## config.mk

```make
export PLATFORM = sky130hd
export DESIGN_NAME = brch_ckpt_ctrl
export DESIGN_NICKNAME = d
export VERILOG_FILES = /design/src/rtl/looper_brch_pkg.sv /design/src/rtl/brch_lane_compact.sv /design/src/rtl/brch_ckpt_ctrl.sv
export SDC_FILE = /design/constraint.sdc
export NUM_CORES = 1
export LEC_CHECK = 0
export BUFFER_PORTS_ARGS = -buffer_cell sky130_fd_sc_hd__buf_2
export CAP_MARGIN = 40
export CORE_MARGIN = 2
export CORE_UTILIZATION = 33
export CTS_BUF_LIST = sky130_fd_sc_hd__clkbuf_8 sky130_fd_sc_hd__clkbuf_16
export DETAILED_ROUTE_END_ITERATION = 10
export GPL_TIMING_DRIVEN = 1
export PLACE_DENSITY = 0.61
export SLEW_MARGIN = 40
export SYNTH_ARGS = -nofsm -noshare
export SYNTH_HDL_FRONTEND = slang
export SYNTH_SLANG_ARGS = --single-unit
```

## constraint.sdc

```tcl
create_clock -name clk -period 15.6 [get_ports clk]
set_input_delay 3.12 -clock clk [delete_from_list [all_inputs] [get_ports clk]]
set_output_delay 3.12 -clock clk [all_outputs]
set_load 0.01 [all_outputs]
```

## src/rtl/looper_brch_pkg.sv

```systemverilog
// Shared types for the branch checkpoint controller.
//   IDX_W / POS_W : default ROB-index and freelist-position widths
//   ckpt_entry_t  : one checkpoint slot {ROB index, freelist position}
//   state_t       : controller state (RUN, FLUSH)
package looper_brch_pkg;

    localparam int IDX_W = 6;
    localparam int POS_W = 7;   // includes the freelist wrap bit

    typedef struct packed {
        logic [IDX_W-1:0] indx;
        logic [POS_W-1:0] pos;
    } ckpt_entry_t;

    typedef enum logic {
        RUN   = 1'b0,
        FLUSH = 1'b1
    } state_t;

endpackage

```

## src/rtl/brch_lane_compact.sv

```systemverilog
// Prefix popcount over the per-lane branch flags of one decode bundle.
// Ports:
//   lane_vld  in   LANES            qualified branch flags, lane 0 oldest
//   lane_off  out  LANES x OFF_W    slot offset from tail for each lane
//                                   (only meaningful where lane_vld is set)
//   need      out  OFF_W            total number of slots the bundle needs
module brch_lane_compact #(
    parameter int LANES = 4,
    parameter int OFF_W = $clog2(LANES + 1)
) (
    input  logic [LANES-1:0]            lane_vld,
    output logic [LANES-1:0][OFF_W-1:0] lane_off,
    output logic [OFF_W-1:0]            need
);

    logic [OFF_W-1:0] acc;

    // Exclusive prefix sum: each branch lane lands at the count of older branches.
    always_comb begin
        acc      = '0;
        lane_off = '0;
        for (int i = 0; i < LANES; i++) begin
            lane_off[i] = acc;
            acc         = acc + OFF_W'(lane_vld[i]);
        end
        need = acc;
    end

endmodule

```

## src/rtl/brch_ckpt_ctrl.sv

```systemverilog
// Branch checkpoint FIFO controller for the allocation stage.
// Records up to LANES branches per bundle as {ROB index, freelist position},
// retires the head on branch commit, and on a mispredict drops the branch and
// every younger checkpoint, then pulses the freelist recovery pointer.
// Ports:
//   clk, rst                 clock, synchronous active-high reset
//   bndl_vld, brch_vld       bundle present, per-lane branch flags (lane 0 oldest)
//   brch_indx, brch_pos      per-lane ROB index / freelist position (packed by lane)
//   ckpt_stall               bundle cannot be accepted this cycle
//   cmt_brch, cmt_brch_indx  head branch commits, with its ROB index
//   mis_pred, brch_mis_indx  mispredict, with the branch's ROB index
//   rcvr_vld, rcvr_pos       one-cycle freelist recovery pulse and pointer
//   brch_cnt                 checkpoints currently held
//   ckpt_err                 protocol error pulse (bad commit / unknown or late mispredict)
// Optional: define BRCH_CKPT_STATS_EN to add saturating counters
//   stall_cyc_cnt (cycles a bundle waited on stall) and mis_cnt (mispredict hits).
module brch_ckpt_ctrl #(
    parameter int DEPTH = 4,
    parameter int LANES = 4,
    parameter int IDX_W = looper_brch_pkg::IDX_W,
    parameter int POS_W = looper_brch_pkg::POS_W
) (
    input  logic                       clk,
    input  logic                       rst,
    input  logic                       bndl_vld,
    input  logic [LANES-1:0]           brch_vld,
    input  logic [LANES*IDX_W-1:0]     brch_indx,
    input  logic [LANES*POS_W-1:0]     brch_pos,
    output logic                       ckpt_stall,
    input  logic                       cmt_brch,
    input  logic [IDX_W-1:0]           cmt_brch_indx,
    input  logic                       mis_pred,
    input  logic [IDX_W-1:0]           brch_mis_indx,
    output logic                       rcvr_vld,
    output logic [POS_W-1:0]           rcvr_pos,
    output logic [$clog2(DEPTH+1)-1:0] brch_cnt,
    output logic                       ckpt_err
`ifdef BRCH_CKPT_STATS_EN
    ,
    output logic [15:0]                stall_cyc_cnt,
    output logic [15:0]                mis_cnt
`endif
);

    import looper_brch_pkg::*;

    localparam int AW    = $clog2(DEPTH);
    localparam int PTR_W = AW + 1;
    localparam int OFF_W = $clog2(LANES + 1);

    ckpt_entry_t                mem [DEPTH];
    logic [PTR_W-1:0]           head, tail, ptr_diff;
    state_t                     state, state_nxt;
    logic [POS_W-1:0]           pend_pos_p1;
    logic                       ckpt_err_p1;

    logic [LANES-1:0]           lane_vld;
    logic [LANES-1:0][OFF_W-1:0] lane_off;
    logic [OFF_W-1:0]           need;
    logic [AW-1:0]              wr_slot [LANES];

    logic [AW-1:0]              slot_rel [DEPTH];
    logic [DEPTH-1:0]           slot_hit;
    logic [AW-1:0]              mis_off;
    logic [POS_W-1:0]           mis_pos;

    logic empty, push, cmt_ok, mis_hit, cmt_err, mis_err;

    assign lane_vld = brch_vld & {LANES{bndl_vld}};

    brch_lane_compact #(.LANES(LANES), .OFF_W(OFF_W)) u_compact (
        .lane_vld (lane_vld),
        .lane_off (lane_off),
        .need     (need)
    );

    assign ptr_diff = tail - head;
    assign brch_cnt = ptr_diff;
    assign empty    = (head == tail);

    // Free-slot check uses the registered count; a same-cycle commit is not credited.
    assign ckpt_stall = (state == FLUSH) | mis_pred | (int'(need) > DEPTH - int'(brch_cnt));
    assign push       = bndl_vld & ~ckpt_stall;

    assign cmt_ok  = cmt_brch && !empty && (mem[head[AW-1:0]].indx == cmt_brch_indx);
    assign cmt_err = cmt_brch && !cmt_ok;

    // A slot is live when its distance from head is below the occupancy.
    for (genvar j = 0; j < DEPTH; j++) begin : g_slot
        assign slot_rel[j] = AW'(j) - head[AW-1:0];
        assign slot_hit[j] = ({1'b0, slot_rel[j]} < ptr_diff) &&
                             (mem[j].indx == brch_mis_indx);
    end

    // ROB indices are unique, so at most one slot can hit.
    always_comb begin
        mis_off = '0;
        mis_pos = '0;
        for (int j = 0; j < DEPTH; j++) begin
            if (slot_hit[j]) begin
                mis_off = slot_rel[j];
                mis_pos = mem[j].pos;
            end
        end
    end

    assign mis_hit = mis_pred && (state == RUN) && (|slot_hit);
    assign mis_err = mis_pred && !mis_hit;

    for (genvar i = 0; i < LANES; i++) begin : g_lane
        assign wr_slot[i] = tail[AW-1:0] + AW'(lane_off[i]);
    end

    // Control: pointers and error pulse.
    always_ff @(posedge clk) begin
        if (rst) begin
            head        <= '0;
            tail        <= '0;
            ckpt_err_p1 <= 1'b0;
        end else begin
            ckpt_err_p1 <= cmt_err | mis_err;
            if (mis_hit) begin
                // Truncate at the mispredicted branch. A commit of that same
                // branch is dropped with it; otherwise the commit still retires.
                tail <= head + PTR_W'(mis_off);
                if (cmt_ok && (mis_off != '0))
                    head <= head + 1'b1;
            end else begin
                if (cmt_ok)
                    head <= head + 1'b1;
                if (push)
                    tail <= tail + PTR_W'(need);
            end
        end
    end

    // Data: checkpoint storage and latched recovery position.
    always_ff @(posedge clk) begin
        if (push) begin
            for (int i = 0; i < LANES; i++) begin
                if (lane_vld[i]) begin
                    mem[wr_slot[i]] <= '{indx: brch_indx[i*IDX_W +: IDX_W],
                                         pos:  brch_pos[i*POS_W +: POS_W]};
                end
            end
        end
        if (mis_hit)
            pend_pos_p1 <= mis_pos;
    end

    // FSM state register.
    always_ff @(posedge clk) begin
        if (rst)
            state <= RUN;
        else
            state <= state_nxt;
    end

    // FSM next state: FLUSH always lasts a single cycle.
    always_comb begin
        state_nxt = state;
        case (state)
            RUN:     if (mis_hit) state_nxt = FLUSH;
            FLUSH:   state_nxt = RUN;
            default: state_nxt = RUN;
        endcase
    end

    // FSM outputs.
    always_comb begin
        rcvr_vld = (state == FLUSH);
        rcvr_pos = rcvr_vld ? pend_pos_p1 : '0;
    end

    assign ckpt_err = ckpt_err_p1;

`ifdef BRCH_CKPT_STATS_EN
    always_ff @(posedge clk) begin
        if (rst) begin
            stall_cyc_cnt <= '0;
            mis_cnt       <= '0;
        end else begin
            if (bndl_vld && ckpt_stall && (stall_cyc_cnt != 16'hFFFF))
                stall_cyc_cnt <= stall_cyc_cnt + 16'd1;
            if (mis_hit && (mis_cnt != 16'hFFFF))
                mis_cnt <= mis_cnt + 16'd1;
        end
    end
`else
    // Statistics counters are not built in this configuration.
`endif

endmodule

```

==> run summary, run 1 <==
setup repair after global routing missed its margin = no
clk slew on worst S/H paths = 0.06 ns
fillers = 1738
initial drt markers = 346
CTS Buffer Depth = 2
hold crit path type = reg -> reg
synth top area cells = edfxtp_1, mux2i_1, xor2_1, ha_1, mux2_2
Antenna Nets Post-Route = 0
Final Routed Wirelength = 16.7 mm
Sequential Power Share = 40.5%
Crit Path Class = in -> out
Post-Syn Instances = 577
Yosys top cell area share = 30.7%
IO Port Bufs = 85
Initial Util = 33.6%
Leakage = 2.76 nW
clock network power share = 33.7%
sw frac = 31.2%
DRC = 0
vias in the first global route = 4541
Layout area overhead = 15.7%
Synth Net Count = 673
Most used DFF post-synth = edfxtp_1
CP Capture Type = output port
Final min period = 9.18 ns
pin count of the biggest net entering global routing = 48
Max VDD drop = 0.0000618 V
Die Height = 136 um
Routability Congestion = 0.834
Die X = 136 um
Clock Sinks = 69
Avg Cell Area, Syn = 9.99 sq um
logic gate share of total power = 25.7%
setup_tns = 0 ns
Max Clock Freq = 0.109 GHz
Rows = 48
run status = finished clean
HPWL Detailed = 11.9 mm
synthesized cell area = 0.00576 sq mm
hold_ws = 0.553 ns
Final Cycle Share = 58.8%
first-pass GRT wire length = 25.2 mm
CTS H-Tree Depth = 3
Final Instance Area = 0.00667 sq mm
Power Internal = 0.388 mW
core area = 0.0172 sq mm
Yosys Warn Count = 0
DR vias/cell = 5.34
All-Layer GR Usage = 18.2%
num ports = 86
Worst slew margin = 42.6%
TritonCTS clock tree = yes
WL/cell = 19.0 um
WP data required = 12.48 ns
NetSw = 0.176 mW
number of synthesized flops with an enable pin = 59
Synth top cells by count = edfxtp_1, mux2i_1, inv_1
diode count = 0
Root Driver = clkbuf_16
clk_lat worst skew = 0.34 ns
CTS Hold Bufs = 0
register bit total from synthesis = 69
Vias = 4696
final setup fails = 0
worst-path fanout max = 8
Worst Path Arrival = 6.06 ns
GRT overflow = 0
Final Hold Fails = 0
synth unique cells = 61
Worst-Margin Slew = 0.859 ns
Worst Setup Start Kind = input port
most common cell in the netlist = edfxtp_1
Max Slew Vio Count = 0
register area share after synthesis = 34.2%
share of cells above drive strength 1 = 26.1%
fraction of registers with async set/reset = 0%
CTS buffer count = 9
Setup Skew = 0.0111 ns
max capacitance violation total = 0
DIE AREA = 0.0185 sq mm
post-cts sizing count = 0
pwr dens = 84.6 mW/mm^2
initial antenna violation count = 0
nets = 745
postcts setup bufs = 0
Placed Area = 0.00639 sq mm
drt pass-1 iters = 5
Synth area leader = edfxtp_1
-- layer usage --
metal / vias up / wire length (um) / track usage [%]
li1: 2272 / - / -
met1: 2221 / 7350 / 23.9
met2: 180 / 7990 / 30.6
met3: 23 / 994 / 2.65
met4: 0 / 336 / 6.48
met5: - / 0 / 0
-- flip-flops by register name, summed over array words and instances (netlist names), named ones only --
| name | cells |
|---|---|
| head | 3 |
| tail | 3 |
| ckpt_err | 1 |
| rcvr_vld | 1 |
| mem | 52 |
| pend_pos_p1 | 7 |
-- critical path: stages --
cell	delay, ns
buf_2	0.12
xor2_1	0.16
and2_1	0.17
ha_1	0.30
ha_1	0.14
inv_1	0.05
fa_1	0.47
inv_1	0.06
ha_1	0.28
nor2b_1	0.13
o21ai_0	0.08
a32oi_1	0.33
buf_2	0.27
nor2_4	0.09
inv_4	0.12
buf_2	0.15
-- cell usage in the layout, fill, tap and decap left out, types with 7 or more instances in the layout --
| cell type | synthesis | layout |
|---|---|---|
| buf_2 | 9 | 86 |
| edfxtp_1 | 59 | 59 |
| mux2i_1 | 57 | 57 |
| inv_1 | 55 | 55 |
| o21ai_0 | 40 | 40 |
| nor2_1 | 36 | 36 |
| nand2_1 | 32 | 30 |
| xor2_1 | 28 | 28 |
| mux2_2 | 20 | 20 |
| a21oi_1 | 19 | 19 |
| ha_1 | 19 | 19 |
| xnor2_1 | 13 | 13 |
| o311a_1 | 13 | 13 |
| and2_1 | 11 | 11 |
| dfxtp_1 | 10 | 10 |
| nand3_1 | 9 | 9 |
| a22oi_1 | 9 | 9 |
| clkbuf_16 | 0 | 9 |
| and3_1 | 8 | 8 |
| o22ai_2 | 8 | 8 |
| buf_4 | 4 | 8 |
| a221oi_2 | 7 | 7 |
-- area by class of cell --
| type | instances | area, sq um | area share, % |
|---|---|---|---|
| Multi-Input combinational cell | 418 | 3430 | 51.4 |
| Clock buffer | 9 | 225 | 3.38 |
| Inverter | 56 | 213 | 3.19 |
| Tap cell | 225 | 282 | 4.22 |
| Clock inverter | 7 | 51.3 | 0.769 |
| Sequential cell | 69 | 1970 | 29.6 |
| Timing Repair Buffer | 95 | 502 | 7.52 |
-- power by group through the flow --
stage	clock network [mW]	logic [mW]	registers, mW
after global placement	0	0.143	0.232
after floorplan	0	0.100	0.229
after detailed placement	0	0.144	0.233
after CTS	0.194	0.145	0.229
final	0.190	0.145	0.229
after global routing	0.203	0.159	0.230
-- per-stage QoR --
stage	worst slack, ns	util (%)	instances	total power, mW
2_1_floorplan	6.69	-	577	0.329
3_3_place_gp	6.24	37.1	861	0.375
3_5_place_dp	6.43	37.2	863	0.377
4_1_cts	6.43	38.8	879	0.568
5_1_grt	6.24	38.8	879	0.592
6_report	6.42	38.8	879	0.564
-- path summary, 6_finish.rpt --
check                  startpoint                  endpoint  slack, ns  depth (start not counted)
max                   brch_vld[0]                ckpt_stall       6.42                         16
max reg2reg  tail[0]$_SDFFE_PP0P_       mem[1][9]$_DFFE_PP_      10.47                         15
min           mem[3][5]$_DFFE_PP_  pend_pos_p1[5]$_DFFE_PP_       0.55                          1
min reg2reg   mem[3][5]$_DFFE_PP_  pend_pos_p1[5]$_DFFE_PP_       0.55                          1
-- kinds of logic (layout without fill, tap and decap cells) --
logic type	Yosys count	after routing	synth area share (%)
AO/OA/AOI/OAI	135	135	18.0
AND/OR/NAND/NOR	132	132	12.2
flip-flops	69	69	34.2
multiplexers	86	86	16.7
buffers and inverters	90	167	6.75
adder cells (fa/ha/maj)	23	23	5.51
XOR/XNOR	42	42	6.64
(Power assumes the default switching activity.)
==> run 2, diff against run 1 <==
--- a/config.mk
+++ b/config.mk
@@ -12,7 +12,7 @@
 export CTS_BUF_LIST = sky130_fd_sc_hd__clkbuf_8 sky130_fd_sc_hd__clkbuf_16
 export DETAILED_ROUTE_END_ITERATION = 10
 export GPL_TIMING_DRIVEN = 1
-export PLACE_DENSITY = 0.61
+export PLACE_DENSITY = 0.63
 export SLEW_MARGIN = 40
 export SYNTH_ARGS = -nofsm -noshare
 export SYNTH_HDL_FRONTEND = slang
==> constraint.sdc (replaced) <==
create_clock -name clk -period 8.1 [get_ports clk]
set_input_delay 1.62 -clock clk [delete_from_list [all_inputs] [get_ports clk]]
set_output_delay 1.62 -clock clk [all_outputs]
set_load 0.01 [all_outputs]
==> run summary, run 2 (synthesis gave the netlist of run 1 again) <==
Final Routed Wirelength = 17.1 mm (+2.6%)
hold crit path type = reg -> reg
HPWL Detailed = 12.3 mm (+3.9%)
Max VDD drop = 0.000117 V (+90%)
Worst-Margin Slew = 0.881 ns (+0.0222 ns)
Worst Path Arrival = 4.70 ns (-1.36 ns)
worst-path fanout max = 8 (unchanged)
Worst Setup Start Kind = input port
DR vias/cell = 5.44 (+1.9%)
WP data required = 6.48 ns (-6.00 ns)
critical path's largest stage delay = 0.47 ns (about the same)
DRC = 0 (unchanged)
Max Slew Vio Count = 0 (unchanged)
clk slew on worst S/H paths = 0.06 ns (about the same)
Antenna Nets Post-Route = 0 (unchanged)
nets = 746 (+0.13%)
commonest non-fill, non-tap cell in the layout = buf_2
Max Clock Freq = 0.158 GHz
crit-path leading delay family = adder cells
core area = 0.0172 sq mm (unchanged)
most frequent cells in the layout = buf_2, edfxtp_1, mux2i_1
pin count of the biggest net entering global routing = 47 (-2.1%)
CTS Buffer Depth = 2 (unchanged)
Rows = 48 (unchanged)
first-pass GRT wire length = 26.4 mm (+4.7%)
fillers = 1773 (+2.0%)
hold_ws = 0.550 ns (-0.00281 ns)
Final Cycle Share = 78.0%
CP Capture Type = output port
Die X = 136 um (unchanged)
Initial Util = 33.6% (unchanged)
max FFs per register = 52 (unchanged)
WL/cell = 19.4 um (+2.4%)
Inst Count DP = 864 (+0.12%)
Leakage = 2.76 nW (about the same)
max capacitance violation total = 0 (unchanged)
share of cells above drive strength 1 = 25.6% (-0.50 points)
initial drt markers = 441 (+27%)
Die Height = 136 um (unchanged)
Pwr Total = 1.10 mW (+94%)
post-route insts no fill = 881 (+0.23%)
post-cts sizing count = 0 (unchanged)
Layout area overhead = 15.8% (about the same)
IO Port Bufs = 85 (unchanged)
Final min period = 6.32 ns
Crit path buffers/inverters = 6 (unchanged)
CTS H-Tree Depth = 3 (unchanged)
pwr dens = 164 mW/mm^2 (+94%)
Final Util = 38.9% (about the same)
final setup fails = 0 (unchanged)
Worst slew margin = 41.1% (-1.5 points)
Setup Skew = 0.00916 ns (-0.00190 ns)
TritonCTS clock tree = yes
All-Layer GR Usage = 19.1% (+0.82 points)
drt pass-1 iters = 7 (+2)
clk_lat worst skew = 0.35 ns (about the same)
setup_tns = 0 ns (unchanged)
Routability Congestion = 0.837 (+0.28%)
vias in the first global route = 4831 (+6.4%)
Clock Sinks = 69 (unchanged)
GRT overflow = 0 (unchanged)
CTS Hold Bufs = 0 (unchanged)
num ports = 86 (unchanged)
run status = finished clean
crit-path cells = buf_2 -> xor2_1 -> and2_1 -> ha_1 -> ha_1 -> inv_1 -> fa_1 -> inv_1 -> ha_1 -> nor2b_1 -> o21ai_0 -> a32oi_1 -> buf_4 -> nor2_4 -> inv_4 -> buf_2
Vias = 4797 (+2.2%)
setup repair after global routing missed its margin = no
Root Driver = clkbuf_16
slowest CP cell = fa_1
initial antenna violation count = 1 (+1)
Crit Path Class = in -> out
postcts setup bufs = 0 (unchanged)
Most common cell on crit path = ha_1
Final Hold Fails = 0 (unchanged)
CTS buffer count = 9 (unchanged)
DIE AREA = 0.0185 sq mm (unchanged)
==> run 2: through the flow <==
step	instance area, sq um	setup slack (ns)
final	6680	1.78
after global routing	6680	1.58
after CTS	6670	1.82
after detailed placement	6400	1.83
after global placement	6370	1.72
after floorplan	5760	2.19
==> run 2: final timing paths <==
check / depth (start not counted) / slack, ns / startpoint / to
setup reg to reg: 18 / 2.94 / tail[0]$_SDFFE_PP0P_ / mem[3][4]$_DFFE_PP_
hold reg to reg: 1 / 0.55 / mem[3][5]$_DFFE_PP_ / pend_pos_p1[5]$_DFFE_PP_
hold / removal: 1 / 0.55 / mem[3][5]$_DFFE_PP_ / pend_pos_p1[5]$_DFFE_PP_
setup / recovery: 16 / 1.78 / brch_vld[0] / ckpt_stall
==> run 2: power by group <==
group	switching [mW]	internal (mW)	total, mW	leakage, nW
clock network	0.167	0.205	0.372	0.130
registers	0.0146	0.425	0.440	0.609
logic	0.170	0.115	0.285	2.02
==> run 2: cell type report <==
cell class              count  area, sq um  share of cell area, %
diodes                      1         2.50                 0.0375
clock buffers               9          225                   3.37
clock inverters             7         42.5                  0.637
inverters                  56          213                   3.19
multi-input cells         418         3430                   51.3
flip-flops and latches     69         1970                   29.5
well taps                 225          282                   4.22
repair buffers             96          512                   7.67
==> run 2: worst register-to-register path: cells and delay by family, from the launching register on <==
family,cells,cell delay [ns]
AO/OA/AOI/OAI,2,0.56
adder cells (fa/ha/maj),4,1.14
buffers and inverters,7,1.15
flip-flops,1,0.62
AND/OR/NAND/NOR,5,1.26
==> run 2: routing by layer <==
layer | up-vias | routed length (um) | track usage [%]
met1 | 2298 | 7380 | 24.7
met3 | 29 | 1320 | 4.25
li1 | 2270 | - | -
met4 | 0 | 492 | 7.93
met5 | - | 0 | 0
met2 | 200 | 7910 | 30.7
==> run 3, diff against run 2 <==
--- a/config.mk
+++ b/config.mk
@@ -12,7 +12,7 @@
 export CTS_BUF_LIST = sky130_fd_sc_hd__clkbuf_8 sky130_fd_sc_hd__clkbuf_16
 export DETAILED_ROUTE_END_ITERATION = 10
 export GPL_TIMING_DRIVEN = 1
-export PLACE_DENSITY = 0.63
+export PLACE_DENSITY = 0.61
 export SLEW_MARGIN = 40
 export SYNTH_ARGS = -nofsm -noshare
 export SYNTH_HDL_FRONTEND = slang
==> constraint.sdc (replaced) <==
create_clock -name clk -period 6.3 [get_ports clk]
set_input_delay 1.26 -clock clk [delete_from_list [all_inputs] [get_ports clk]]
set_output_delay 1.26 -clock clk [all_outputs]
set_load 0.01 [all_outputs]
==> run summary, run 3 (synthesis gave the netlist of run 1 again) <==
CTS Buffer Depth = 2 (unchanged)
FF+latch area = 0.00197 sq mm (unchanged)
drt pass-1 iters = 4 (-3)
HPWL Detailed = 12.4 mm (+0.86%)
clk slew on worst S/H paths = 0.06 ns (about the same)
commonest non-fill, non-tap cell in the layout = buf_2
reg2reg path depth = 15 (-3)
Setup crit start = brch_vld[0]
CTS H-Tree Depth = 3 (unchanged)
most frequent cells in the layout = buf_2, edfxtp_1, mux2i_1
CP Capture Type = output port
Final Cycle Share = 84.6%
CTS Hold Bufs = 0 (unchanged)
Power Internal = 1.05 mW (+40%)
Routability Congestion = 0.843 (+0.81%)
run status = finished clean
logic gate share of total power = 24.5% (-1.5 points)
Inst Count DP = 874 (+1.2%)
Worst Setup Start Kind = input port
nets = 756 (+1.3%)
num ports = 86 (unchanged)
Final Routed Wirelength = 17.4 mm (+1.7%)
Routed met2 length = 8.44 mm (+6.6%)
Layout area overhead = 17.7%
Final Hold Fails = 0 (unchanged)
post-cts sizing count = 0 (unchanged)
Leakage = 2.83 nW (+2.5%)
Max Slew Vio Count = 0 (unchanged)
Max VDD drop = 0.000154 V (+31%)
Antenna Nets Post-Route = 0 (unchanged)
Final Instance Area = 0.00679 sq mm (+1.6%)
crit-path leading delay family = adder cells
GRT overflow = 0 (unchanged)
initial drt markers = 310 (-30%)
Sequential Power Share = 38.0% (-2.1 points)
IO Port Bufs = 85 (unchanged)
All-Layer GR Usage = 18.9% (-0.12 points)
post-route insts no fill = 890 (+1.0%)
setup_tns = 0 ns (unchanged)
Worst slew margin = 47.0% (+5.9 points)
Worst Path Arrival = 4.07 ns (-0.63 ns)
first-pass GRT wire length = 26.2 mm (-0.60%)
core area = 0.0172 sq mm (unchanged)
RR Startpoint = tail[0]$_SDFFE_PP0P_
worst slack, placed = 0.996 ns (-0.830 ns)
Max Clock Freq = 0.188 GHz
Vias = 4800 (+0.063%)
Root Driver = clkbuf_16
max FFs per register = 52 (unchanged)
pin count of the biggest net entering global routing = 47 (unchanged)
Clock Sinks = 69 (unchanged)
critical path's largest stage delay = 0.47 ns (about the same)
hold crit path type = reg -> reg
vias in the first global route = 4676 (-3.2%)
CTS buffer count = 9 (unchanged)
WP data required = 5.04 ns (-1.44 ns)
Placed Area = 0.00646 sq mm (+1.0%)
setup ws final = 0.969 ns (-0.812 ns)
Rows = 48 (unchanged)
clock network power share = 37.5% (+3.6 points)
clk_lat worst skew = 0.35 ns (about the same)
setup repair after global routing missed its margin = no
Die X = 136 um (unchanged)
Most common cell on crit path = ha_1
diode count = 0 (-1)
worst-path fanout max = 8 (unchanged)
DR vias/cell = 5.39 (-0.95%)
Final min period = 5.33 ns
max capacitance violation total = 0 (unchanged)
DRC = 0 (unchanged)
multi-input gate area in the final layout = 0.00341 sq mm (-0.40%)
TritonCTS clock tree = yes
Crit path buffers/inverters = 5 (-1)
DIE AREA = 0.0185 sq mm (unchanged)
Initial Util = 33.6% (unchanged)
Worst-Margin Slew = 0.793 ns (-0.0885 ns)
top routing layer in use = met4
instance count on the critical path = 15 (-1)
met1 wire length = 7.70 mm (+4.2%)
Die Height = 136 um (unchanged)
share of cells above drive strength 1 = 26.6% (+0.97 points)
Crit Path Class = in -> out
fillers = 1758 (-0.85%)
postcts setup bufs = 0 (unchanged)
sw frac = 30.0% (-2.0 points)
CP endpoint = ckpt_stall
slowest CP cell = fa_1
wire length on met3 = 974 um (-26%)
initial antenna violation count = 0 (-1)
Crit Reg-Reg Endpoint = tail[2]$_SDFFE_PP0P_
Setup Skew = 0.0128 ns (+0.00369 ns)
crit-path cells = buf_2 -> xor2_1 -> and2_1 -> ha_1 -> ha_1 -> inv_1 -> fa_1 -> inv_1 -> ha_1 -> nor2b_1 -> o21ai_0 -> a32oi_1 -> nor2_4 -> inv_4 -> buf_2
R2R Setup Slk = 1.58 ns (-1.36 ns)
WL/cell = 19.6 um (+0.72%)
pwr dens = 220 mW/mm^2 (+34%)
final setup fails = 0 (unchanged)
NetSw = 0.447 mW (+28%)
[run 3: cell count changes in the layout (fill, tap and decap cells not counted), sizes merged]
cell	change
inv	+1
buf	+10
diode	-1
bufinv	+2
clkinv	-3
[run 3: routing by layer]
layer	track usage, %	up-vias
li1	-	2290
met1	24.6	2341
met2	32.0	149
met3	3.02	20
met4	6.42	0
met5	0	-
[run 3: worst min-delay path by stage]
stage	start	to	slack, ns	cells past startpoint
finish	mem[3][1]$_DFFE_PP_	pend_pos_p1[1]$_DFFE_PP_	0.55	1
floorplan	tail[2]$_SDFFE_PP0P_	tail[2]$_SDFFE_PP0P_	0.51	2
CTS	mem[3][1]$_DFFE_PP_	pend_pos_p1[1]$_DFFE_PP_	0.55	1
global route	mem[3][2]$_DFFE_PP_	pend_pos_p1[2]$_DFFE_PP_	0.57	1
detailed placement	mem[3][1]$_DFFE_PP_	pend_pos_p1[1]$_DFFE_PP_	0.54	1
global placement	mem[3][1]$_DFFE_PP_	pend_pos_p1[1]$_DFFE_PP_	0.53	1
[run 3: power groups by stage]
stage	Combinational, mW	Sequential, mW	Clock (mW)
CTS	0.367	0.567	0.565
finish	0.366	0.567	0.560
detailed placement	0.364	0.576	0
floorplan	0.248	0.568	0
global placement	0.357	0.576	0
global route	0.402	0.570	0.578
[run 3: layout make-up]
cell class              count  share of cell area, %
flip-flops and latches     69                   29.1
inverters                  56                   3.13
well taps                 225                   4.15
multi-input cells         418                   50.3
clock inverters             7                   1.44
clock buffers               9                   3.32
repair buffers            106                   8.59
[run 3: metrics by stage]
stage	util (%)	hold WS (ns)	power (mW)
after floorplan	-	0.513	0.816
after global placement	37.6	0.532	0.932
after detailed placement	37.6	0.535	0.941
after CTS	39.5	0.549	1.50
after global routing	39.5	0.574	1.55
final	39.5	0.550	1.49
